===== src/rtl/alu_issue_if.sv =====
// Issue-stage bundle: instruction/operand input handshake and decoded ALU op output handshake.
// The slave side is the issue block. The master side is the upstream/downstream environment.
interface alu_issue_if;
  logic        in_valid;
  logic        in_ready;
  logic [31:0] instr;
  logic [31:0] rs1_val;
  logic [31:0] rs2_val;
  logic        out_valid;
  logic        out_ready;
  logic [5:0]  op;
  logic [31:0] rv1;
  logic [31:0] rv2;
  logic [4:0]  rd;
  logic        wr_en;
  logic        illegal;
  logic [15:0] illegal_count;

  modport master (
    output in_valid, instr, rs1_val, rs2_val, out_ready,
    input  in_ready, out_valid, op, rv1, rv2, rd, wr_en, illegal, illegal_count
  );

  modport slave (
    input  in_valid, instr, rs1_val, rs2_val, out_ready,
    output in_ready, out_valid, op, rv1, rv2, rd, wr_en, illegal, illegal_count
  );
endinterface


===== src/rtl/alu_issue.sv =====
// RV32I OP/OP-IMM decode into a single registered issue slot with valid/ready on both sides.
// Unsupported encodings are issued as zeroed "illegal" ops and counted with saturation.
module alu_issue (
  input  logic        clk,
  input  logic        reset,
  alu_issue_if.slave  bus
);
  localparam logic [6:0] OPC_OP_IMM = 7'b0010011;
  localparam logic [6:0] OPC_OP     = 7'b0110011;
  localparam logic [6:0] F7_ZERO    = 7'b0000000;
  localparam logic [6:0] F7_ALT     = 7'b0100000;

  logic [6:0]  opcode;
  logic [2:0]  funct3;
  logic [6:0]  funct7;
  logic        legal;
  logic [5:0]  op_next;
  logic [31:0] rv1_next;
  logic [31:0] rv2_next;
  logic [4:0]  rd_next;
  logic        wr_en_next;
  logic        illegal_next;

  logic        out_valid_reg;
  logic [5:0]  op_reg;
  logic [31:0] rv1_reg;
  logic [31:0] rv2_reg;
  logic [4:0]  rd_reg;
  logic        wr_en_reg;
  logic        illegal_reg;
  logic [15:0] illegal_count_reg;

  logic        in_fire;
  logic        out_fire;

  assign opcode = bus.instr[6:0];
  assign funct3 = bus.instr[14:12];
  assign funct7 = bus.instr[31:25];
  assign rd_next = bus.instr[11:7];

  always_comb begin
    legal    = 1'b0;
    op_next  = 6'd0;
    rv1_next = bus.rs1_val;
    rv2_next = {{20{bus.instr[31]}}, bus.instr[31:20]};
    case (opcode)
      OPC_OP_IMM: begin
        case (funct3)
          3'b000: begin legal = 1'b1; op_next = 6'b000000; end
          3'b010: begin legal = 1'b1; op_next = 6'b000001; end
          3'b011: begin legal = 1'b1; op_next = 6'b000010; end
          3'b100: begin legal = 1'b1; op_next = 6'b000011; end
          3'b110: begin legal = 1'b1; op_next = 6'b000100; end
          3'b111: begin legal = 1'b1; op_next = 6'b000101; end
          3'b001: begin
            legal    = (funct7 == F7_ZERO);
            op_next  = 6'b000110;
            rv2_next = {27'd0, bus.instr[24:20]};
          end
          default: begin
            // funct3 101: SRLI/SRAI distinguished by funct7
            legal    = (funct7 == F7_ZERO) || (funct7 == F7_ALT);
            op_next  = (funct7 == F7_ALT) ? 6'b001000 : 6'b000111;
            rv2_next = {27'd0, bus.instr[24:20]};
          end
        endcase
      end
      OPC_OP: begin
        rv2_next = bus.rs2_val;
        if (funct7 == F7_ZERO) begin
          legal = 1'b1;
          case (funct3)
            3'b000:  op_next = 6'b001001;
            3'b001:  op_next = 6'b001011;
            3'b010:  op_next = 6'b001100;
            3'b011:  op_next = 6'b001101;
            3'b100:  op_next = 6'b001110;
            3'b101:  op_next = 6'b001111;
            3'b110:  op_next = 6'b010001;
            default: op_next = 6'b010010;
          endcase
        end else if (funct7 == F7_ALT) begin
          case (funct3)
            3'b000:  begin legal = 1'b1; op_next = 6'b001010; end
            3'b101:  begin legal = 1'b1; op_next = 6'b010000; end
            default: legal = 1'b0;
          endcase
        end
      end
      default: legal = 1'b0;
    endcase

    if (!legal) begin
      op_next  = 6'd0;
      rv1_next = 32'd0;
      rv2_next = 32'd0;
    end
    wr_en_next   = legal && (rd_next != 5'd0);
    illegal_next = !legal;
  end

  assign bus.in_ready = !out_valid_reg || bus.out_ready;
  assign in_fire      = bus.in_valid && bus.in_ready;
  assign out_fire     = out_valid_reg && bus.out_ready;

  always_ff @(posedge clk or posedge reset) begin
    if (reset) begin
      out_valid_reg     <= 1'b0;
      op_reg            <= 6'd0;
      rv1_reg           <= 32'd0;
      rv2_reg           <= 32'd0;
      rd_reg            <= 5'd0;
      wr_en_reg         <= 1'b0;
      illegal_reg       <= 1'b0;
      illegal_count_reg <= 16'd0;
    end else if (in_fire) begin
      // Covers the simultaneous in/out case: the slot is simply overwritten.
      out_valid_reg <= 1'b1;
      op_reg        <= op_next;
      rv1_reg       <= rv1_next;
      rv2_reg       <= rv2_next;
      rd_reg        <= rd_next;
      wr_en_reg     <= wr_en_next;
      illegal_reg   <= illegal_next;
      if (illegal_next && (illegal_count_reg != 16'hFFFF))
        illegal_count_reg <= illegal_count_reg + 16'd1;
    end else if (out_fire) begin
      out_valid_reg <= 1'b0;
    end
  end

  assign bus.out_valid     = out_valid_reg;
  assign bus.op            = op_reg;
  assign bus.rv1           = rv1_reg;
  assign bus.rv2           = rv2_reg;
  assign bus.rd            = rd_reg;
  assign bus.wr_en         = wr_en_reg;
  assign bus.illegal       = illegal_reg;
  assign bus.illegal_count = illegal_count_reg;
endmodule


===== src/flat_wrapper.sv =====
// flat-port wrapper written by rule: the top's interface ports become plain ports
module alu_issue_flat 
  (clk, reset, bus_in_valid, bus_instr, bus_rs1_val, bus_rs2_val, bus_out_ready, bus_in_ready, bus_out_valid, bus_op, bus_rv1, bus_rv2, bus_rd, bus_wr_en, bus_illegal, bus_illegal_count);
  alu_issue_if bus_i ();
  input  logic clk;
  input  logic reset;
  input wire logic [$bits(bus_i.in_valid)-1:0] bus_in_valid;
  input wire logic [$bits(bus_i.instr)-1:0] bus_instr;
  input wire logic [$bits(bus_i.rs1_val)-1:0] bus_rs1_val;
  input wire logic [$bits(bus_i.rs2_val)-1:0] bus_rs2_val;
  input wire logic [$bits(bus_i.out_ready)-1:0] bus_out_ready;
  output wire logic [$bits(bus_i.in_ready)-1:0] bus_in_ready;
  output wire logic [$bits(bus_i.out_valid)-1:0] bus_out_valid;
  output wire logic [$bits(bus_i.op)-1:0] bus_op;
  output wire logic [$bits(bus_i.rv1)-1:0] bus_rv1;
  output wire logic [$bits(bus_i.rv2)-1:0] bus_rv2;
  output wire logic [$bits(bus_i.rd)-1:0] bus_rd;
  output wire logic [$bits(bus_i.wr_en)-1:0] bus_wr_en;
  output wire logic [$bits(bus_i.illegal)-1:0] bus_illegal;
  output wire logic [$bits(bus_i.illegal_count)-1:0] bus_illegal_count;
  assign bus_i.in_valid = bus_in_valid;
  assign bus_i.instr = bus_instr;
  assign bus_i.rs1_val = bus_rs1_val;
  assign bus_i.rs2_val = bus_rs2_val;
  assign bus_i.out_ready = bus_out_ready;
  assign bus_in_ready = bus_i.in_ready;
  assign bus_out_valid = bus_i.out_valid;
  assign bus_op = bus_i.op;
  assign bus_rv1 = bus_i.rv1;
  assign bus_rv2 = bus_i.rv2;
  assign bus_rd = bus_i.rd;
  assign bus_wr_en = bus_i.wr_en;
  assign bus_illegal = bus_i.illegal;
  assign bus_illegal_count = bus_i.illegal_count;
  alu_issue u_core (.clk(clk), .reset(reset), .bus(bus_i));
endmodule

===== config.mk =====
export PLATFORM = sky130hd
export DESIGN_NAME = alu_issue_flat
export DESIGN_NICKNAME = d
export VERILOG_FILES = /design/src/rtl/alu_issue_if.sv /design/src/rtl/alu_issue.sv /design/src/flat_wrapper.sv
export SDC_FILE = /design/constraint.sdc
export NUM_CORES = 1
export LEC_CHECK = 0
export CORE_UTILIZATION = 42
export DETAILED_ROUTE_END_ITERATION = 10
export PLACE_DENSITY_LB_ADDON = 0.25
export SLEW_MARGIN = 30
export SYNTH_ARGS = -nofsm -noshare
export SYNTH_HDL_FRONTEND = slang
export SYNTH_SLANG_ARGS = --single-unit
export TNS_END_PERCENT = 10

===== constraint.sdc =====
create_clock -name clk -period 3.68 [get_ports clk]
set_input_delay 0.552 -clock clk [delete_from_list [all_inputs] [get_ports clk]]
set_output_delay 0.552 -clock clk [all_outputs]
set_load 0.02 [all_outputs]

== Yosys cells after proc, flatten, opt, wreduce, memory -nomap -nowiden ==
Index checks and enable logic that the tools add are counted.

* Register bits after elaboration: 94
* Input bits: 100
* Word-level logic and storage cells: 54

* $add $sub $neg: 1
* Equality and inequality tests: 11
* Mux-type cells: 19
* Reductions and logical operators: 15

{| class="wikitable"
|+ Operator list
! operator !! count
|-
| $mux W32 || 3
|-
| $pmux W32 S2 || 1
|-
| $pmux W6 S7 || 1
|-
| $pmux W5 S7 || 1
|-
| $mux W6 || 3
|-
| $add A16 B1 Y16 const B || 1
|-
| $ne A16 B16 Y1 const B || 1
|-
| $eq A7 B6 Y1 const B || 2
|-
| $eq A3 B3 Y1 const B || 4
|-
| $pmux W6 S2 || 1
|-
| $pmux W5 S2 || 1
|-
| $eq A7 B5 Y1 const B || 1
|-
| $logic_not A7 Y1 || 1
|-
| $eq A3 B2 Y1 const B || 2
|-
| $reduce_or A6 Y1 || 1
|-
| $mux W1 || 5
|-
| $reduce_bool A5 Y1 || 1
|-
| $logic_and A1 B1 Y1 || 4
|-
| $mux W4 || 1
|-
| $pmux W1 S2 || 2
|-
| $eq A3 B1 Y1 const B || 1
|-
| $logic_not A3 Y1 || 1
|-
| $logic_not A1 Y1 || 2
|-
| $logic_or A1 B1 Y1 || 2
|-
| other kinds (3) || 3
|}

== Longest topological paths before layout ==
Gate-level depths: netlist of the first run.

* Depth in word-level cells: 9
* Depth in mapped cells: 8

== Worst setup path before layout of the first run ==
No wires, ideal clock.

* Path type: input -> register
* Start: input bus_instr[12]
* End: register u_core.illegal_count_reg[1], in the netlist u_core.bus.illegal_count[1]
* Arrival time: 1.801 ns
* Required time: 3.555 ns
* Path slack: 1.754 ns
* Stages on the path: 7
* Path buffers: 2
* Cell sequence: buf_6 > nor2b_1 > buf_6 > or2_0 > o221a_2 > nand2_1 > mux2_2

* Word-level cells in the longest chain between the ends: 9

{| class="wikitable"
|+ Ends and longest elaborated chain
! what !! RTL line !! RTL
|-
| from (decl) || flat_wrapper.sv:8 || <nowiki>input wire logic [$bits(bus_i.instr)-1:0] bus_instr;</nowiki>
|-
| $eq A3 B3 Y1 or $logic_not A3 Y1 (tied branches) || alu_issue.sv:83, alu_issue.sv:48 ||
|-
| $reduce_or A2 Y1 (no line) || n/a ||
|-
| $mux W1 || alu_issue.sv:83 || <nowiki>case (funct3)</nowiki>
|-
| $mux W1 || alu_issue.sv:82 || <nowiki>end else if (funct7 == F7_ALT) begin</nowiki>
|-
| $mux W1 || alu_issue.sv:70 || <nowiki>if (funct7 == F7_ZERO) begin</nowiki>
|-
| $pmux W1 S2 (*) || alu_issue.sv:46 || <nowiki>case (opcode)</nowiki>
|-
| $logic_not A1 Y1 (*) || n/a ||
|-
| $logic_and A1 B1 Y1 (*) || alu_issue.sv:125 || <nowiki>if (illegal_next && (illegal_count_reg != 16'hFFFF))</nowiki>
|-
| $reduce_and A2 Y1 (no line) (*) || n/a ||
|-
| to (signal assigned) || alu_issue.sv:126 || <nowiki>illegal_count_reg <= illegal_count_reg + 16'd1;</nowiki>
|-
| to (decl) || alu_issue.sv:31 || <nowiki>logic [15:0] illegal_count_reg;</nowiki>
|}

Every way passes the cells marked *; elsewhere a longest branch is shown, timed or not.
A chain may end at the register's enable or synchronous reset.

== Final worst setup path of the first run ==
* Start: input bus_instr[12]
* End: register u_core.rv1_reg[29], in the netlist u_core.bus.rv1[29]

* Word-level cells in the longest chain between the ends: 7

{| class="wikitable"
|+ Ends and longest elaborated chain
! what !! RTL line !! RTL
|-
| $eq A3 B3 Y1 or $logic_not A3 Y1 (tied branches) || alu_issue.sv:83, alu_issue.sv:48 ||
|-
| $reduce_or A2 Y1 (no line) || n/a ||
|-
| $mux W1 || alu_issue.sv:83 ||
|-
| $mux W1 || alu_issue.sv:82 ||
|-
| $mux W1 || alu_issue.sv:70 ||
|-
| $pmux W1 S2 (*) || alu_issue.sv:46 ||
|-
| $mux W32 (*) || alu_issue.sv:93 || <nowiki>if (!legal) begin</nowiki>
|-
| to (signal assigned) || alu_issue.sv:120 || <nowiki>rv1_reg <= rv1_next;</nowiki>
|-
| to (decl) || alu_issue.sv:26 || <nowiki>logic [31:0] rv1_reg;</nowiki>
|}

Marks and branches as above.

==> impl_results.md, run 1 <==
* Synth top area cells: dfrtp_1 (54%), a22o_1 (7.4%), nand2_1 (5.2%)
* Num rows at 36
* Flop-to-flop setup slack at 1690 ps
* 1st-pass router iterations at 5
* Period minus WS final at 2790 ps
* CTS clk-pin slew, worst paths at 90 ps
* CTS sink count at 93
* Hold path cells at 2
* Layout area overhead at 49.2%
* Initial antenna violation count at 0
* Power Dens Cells at 343 nW/µm²
* Die area at 10600 µm²
* Finished layout cell area at 6400 µm²
* CTS tree: yes
* Post-synth top cells: dfrtp_1 (93), nand2_1 (59), a22o_1 (36)
* Status: complete, no violations
* Total GRT Usage at 21.7%
* Int Power at 1540 µW
* DR iter-0 viols at 97
* Worst IR Drop VDD at 0.216 mV
* Final Hold Viols at 0
* Worst Path Max Fanout at 36
* Die Height at 103 µm
* Core area at 9820 µm²
* Fin. max-slew vios at 0
* Hold crit path type: reg -> reg
* Slew margin rel. at 44.4%
* Setup TNS at 0 ps
* Vias in the first global route at 3586
* Final HPWL DP at 8480 µm
* Num CTS Buffers at 9
* Synth async-reset ratio at 100%
* Io pins at 195
* Setup violations, final at 0
* Share of layout cells above drive strength 1 at 8.13%
* Routed WL at 11700 µm
* Final Cycle Share at 75.9%
* Largest net degree at the start of global routing at 46
* FF+latch count, synth at 93
* Die X at 103 µm
* # placed instances at 683
* Number of buffers added for setup after CTS at 0
* Hold_buf cts at 0
* Post-Synthesis Cells at 389
* First-pass GRT wire length at 17700 µm
* Mapped Avg Cell Area at 11.0 µm²
* Hold EP: u_core.bus.rv2[28]$_DFFE_PP0P_
* Power share of the clock group at 30.2%
* Antenna fix cells at 0
* Worst-margin pin slew at 832 ps
* Ys flop type: dfrtp_1
* Yosys warnings at 0
* Worst-skew pair later-pin latency at 370 ps
* Max Buffers Root-to-Sink at 2
* Reg2Reg Depth at 4
* Number of synthesized flops with an enable pin at 0
* CTS resizes at 0
* Clk root buf: clkbuf_8
* Register area share after synthesis at 54.3%
* Critical Path RT at 3930 ps
* Port bufs at 188
* DRC errors left at 0
* Initial core utilization at 43.7%
* Routed WL per cell at 16.7 µm
* Antenna viol nets, final at 0
* RSZ-0062 raised after global routing: no
* Fmax at 358 MHz
* Min-delay src: u_core.bus.rv2[28]$_DFFE_PP0P_
* GP Congestion at 0.801
* Fin cells at 699
* Switching Fraction at 29.6%
* Unique cell type count in the Yosys netlist at 48
* Leak Pwr at 0.00269 µW
* Worst Path Arrival at 3050 ps
* Clock skew at 12.7 ps
* Synth top area share at 54.3%
* Setup CP Type: in -> reg
* CP endpoint kind: flip-flop
* Comb power frac at 19.0%
* Util after Layout at 65.1%
* Net Count, Synth at 490
* Seq pwr share at 50.8%
* Grt ovf at 0
* R2r startpoint: u_core.bus.out_valid$_DFFE_PP0P_
* Maxcap violations at 0
* H-tree levels at 3
* Fin nets at 662
* DP Area at 6210 µm²
* Vias at 3658
* Critical R2R Capture: u_core.bus.rv1[10]$_DFFE_PP0P_
* Most frequent cell after synthesis: dfrtp_1
* Netlist Area Pre-Place at 4290 µm²
* Cell taking the most area after synthesis: dfrtp_1
* Via density at 5.23
* CP startpoint kind: input port
* Sw Pwr at 649 µW
-- kinds of logic after synthesis --
kind of cell               synth area share (%)
AOI/OAI and AO/OA                          21.5
and+or+nand+nor                            14.3
DFF                                        54.3
buffers and inverters                      4.38
xor gates and xnor gates                   3.27
muxes                                      1.93
adders and majority gates                 0.292
other                                    0.0875
-- area by class of cell --
type,count,area [µm²]
Clock buffer,9,124
Clock inverter,7,65.1
Fill cell,816,3420
Inverter,3,13.8
Multi-Input combinational cell,261,1780
Sequential cell,93,2330
Tap cell,133,166
Timing Repair Buffer,193,1920
-- placed cells by master, fill, tap and decap left out, drive strengths merged, types with 2 or more instances in the layout --
cell,Yosys,final
or4,2,2
inv,3,7
dfrtp,93,93
a22oi,7,7
and3,7,7
xnor2,14,14
o211ai,2,2
nor2b,4,4
o31ai,29,29
and4,3,3
nand3,9,9
o21ai,10,10
clkbuf,14,9
nand2b,2,2
nand2,59,59
clkinv,0,2
mux2i,6,6
a21oi,24,24
mux2,2,2
xor2,2,2
and4bb,2,2
clkdlybuf4s50,0,188
nand4,9,9
buf,18,5
and2,3,3
a22o,36,36
nor2,13,13
-- metrics by stage --
step	hold WS (ps)	total power (µW)	setup slack (ps)
2_1_floorplan	589	1320	708
3_3_place_gp	462	1540	594
3_5_place_dp	465	1550	501
4_1_cts	487	2220	905
5_1_grt	511	2290	715
6_report	484	2190	888
-- metal layers --
layer	GRT usage (%)	part of all wire (%)	vias up
li1	-	-	1759
met1	27.5	42	1775
met2	36.7	50	113
met3	5.22	6.6	11
met4	7.04	1.1	0
met5	0	0	-
-- power groups by stage --
stage	Combinational, µW	Sequential (µW)	Clock, µW
after global placement	410	1130	0
after CTS	422	1110	684
after floorplan	143	1170	0
final	417	1110	662
after global routing	452	1120	718
after detailed placement	421	1130	0
-- worst max path at each step --
stage / startpoint / end / cells after the start
final: bus_instr[12] / u_core.bus.rv1[29]$_DFFE_PP0P_ / 6
after global placement: bus_instr[12] / u_core.bus.op[0]$_DFFE_PP0P_ / 6
after detailed placement: bus_instr[12] / u_core.bus.rv1[23]$_DFFE_PP0P_ / 6
after CTS: bus_instr[12] / u_core.bus.rv1[10]$_DFFE_PP0P_ / 6
after floorplan: reset / u_core.bus.illegal$_DFFE_PP0P_ / 1
after global routing: bus_instr[12] / u_core.bus.rv1[10]$_DFFE_PP0P_ / 6
-- worst max-delay path: stages --
cell and delay, ps:
clkdlybuf4s50_1 670, nor2b_1 590, nor2_4 140, o211ai_4 530, nor2_4 290, a22o_1 260
Power figures use the tool's default switching activity.
==> inputs of run 2 (changes only) <==
--- a/config.mk
+++ b/config.mk
@@ -5,7 +5,7 @@
 export SDC_FILE = /design/constraint.sdc
 export NUM_CORES = 1
 export LEC_CHECK = 0
-export CORE_UTILIZATION = 42
+export CORE_UTILIZATION = 38
 export DETAILED_ROUTE_END_ITERATION = 10
 export PLACE_DENSITY_LB_ADDON = 0.25
 export SLEW_MARGIN = 30
==> constraint.sdc (replaced) <==
create_clock -name clk -period 2.4 [get_ports clk]
set_input_delay 0.36 -clock clk [delete_from_list [all_inputs] [get_ports clk]]
set_output_delay 0.36 -clock clk [all_outputs]
set_load 0.02 [all_outputs]
==> impl_results.md, run 2 (same netlist as run 1, synthesis figures left out) <==
* Fin nets at 676
* Via density at 5.23
* Routed WL at 12100 µm
* Power Dens Cells at 582 nW/µm²
* Total GRT Usage at 20.8%
* Worst path slowest cell: clkdlybuf4s50_1
* Slew margin rel. at 56.9%
* Final Cycle Share at 85.6%
* Cell Chain, Critical Path: clkdlybuf4s50_1 > nand2b_1 > clkdlybuf4s50_1
* Period minus WS final at 2050 ps
* DP Area at 6380 µm²
* H-tree levels at 3
* Routed WL per cell at 16.8 µm
* Hold crit path type: reg -> reg
* Worst-margin pin slew at 646 ps
* Commonest cells after routing, fill and taps aside: clkdlybuf4s50_1 (188), dfrtp_1 (93), nand2_1 (58)
* GP Congestion at 0.827
* Initial antenna violation count at 0
* Clk root buf: clkbuf_16
* Critical Path RT at 2040 ps
* Number of buffers added for setup after CTS at 0
* CTS clk-pin slew, worst paths at 60 ps
* Layout area overhead at 56.4%
* First-pass GRT wire length at 18900 µm
* Critical Path Max Stage Delay at 660 ps
* Worst Path Arrival at 1690 ps
* Crit-path most repeated cell: clkdlybuf4s50_1
* 1st-pass router iterations at 4
* Vias at 3765
* Worst Path Max Fanout at 5
* Share of layout cells above drive strength 1 at 10.3%
* Num CTS Buffers at 9
* CP endpoint kind: primary output
* Worst IR Drop VDD at 0.347 mV
* Maxcap violations at 0
* Core area at 10900 µm²
* Num rows at 38
* Final HPWL DP at 8600 µm
* Setup violations, final at 0
* Clock skew at 5.91 ps
* DRC errors left at 0
* Die X at 108 µm
* Largest net degree at the start of global routing at 94
* Finished layout cell area at 6710 µm²
* Grt ovf at 0
* Leak Pwr at 0.00283 µW
* CP startpoint kind: input port
* RSZ-0062 raised after global routing: no
* CTS resizes at 0
* Port bufs at 188
* Max Buffers Root-to-Sink at 2
* Final Hold Viols at 0
* Fmax at 487 MHz
* Die area at 11700 µm²
* Hold_buf cts at 0
* Die Height at 108 µm
* Fin. max-slew vios at 0
* Vias in the first global route at 3631
* Initial core utilization at 39.2%
* CTS tree: yes
* Setup TNS at 0 ps
* Io pins at 195
* DR iter-0 viols at 221
* Antenna viol nets, final at 0
* Final Power at 3900 µW
* Most common cell after layout, fill and taps aside: clkdlybuf4s50_1
* Antenna fix cells at 0
* Status: complete, no violations
* Setup CP Type: in -> out
* CTS sink count at 93
* Worst-skew pair later-pin latency at 330 ps
[run 2: where the power goes]
part	internal (µW)	leakage [µW]	switching (µW)
combinational	350	0.00141	311
sequential	1630	0.00127	78.4
clock	918	0.000152	612
total	2900	0.00283	1000
[run 2: layer usage]
| metal | track usage [%] | vias up | wire length (µm) |
|---|---|---|---|
| li1 | - | 1787 | - |
| met1 | 29.1 | 1836 | 5360 |
| met2 | 32.9 | 138 | 5830 |
| met3 | 4.16 | 4 | 850 |
| met4 | 5.48 | 0 | 57 |
| met5 | 0 | - | 0 |
[run 2: final cells by class]
class / count / area (µm²)
Multi-Input combinational cell: 261 / 1780
Timing Repair Buffer: 207 / 2090
Clock buffer: 9 / 225
Tap cell: 140 / 175
Clock inverter: 7 / 97.6
Inverter: 3 / 15.0
Sequential cell: 93 / 2330
Fill cell: 950 / 4230
[run 2: final timing paths]
path,from,to,slack [ps],depth (start not counted)
max,bus_out_ready,bus_in_ready,350,3
min,u_core.bus.rv2[25]$_DFFE_PP0P_,u_core.bus.rv2[25]$_DFFE_PP0P_,480,2
max reg2reg,u_core.bus.illegal_count[0]$_DFFE_PP0P_,u_core.bus.illegal_count[11]$_DFFE_PP0P_,590,7
min reg2reg,u_core.bus.rv2[25]$_DFFE_PP0P_,u_core.bus.rv2[25]$_DFFE_PP0P_,480,2
max in group asynchronous,reset,u_core.bus.illegal_count[15]$_DFFE_PP0P_,1520,3
min in group asynchronous,reset,u_core.bus.rd[3]$_DFFE_PP0P_,530,3
[run 2: metrics by stage]
stage / std cells / util (%) / worst slack [ps] / hold slack (ps)
floorplan: 389 / - / 638 / 465
global placement: 704 / 58.4 / 168 / 460
CTS: 720 / 61.3 / 348 / 484
global route: 720 / 61.3 / 288 / 504
finish: 720 / 61.3 / 345 / 478
detailed placement: 704 / 58.4 / 64.8 / 470
[run 2: critical path: cells and delay by family]
family | cells | cell delay [ps]
buf+inv | 2 | 1100
simple gates | 1 | 230
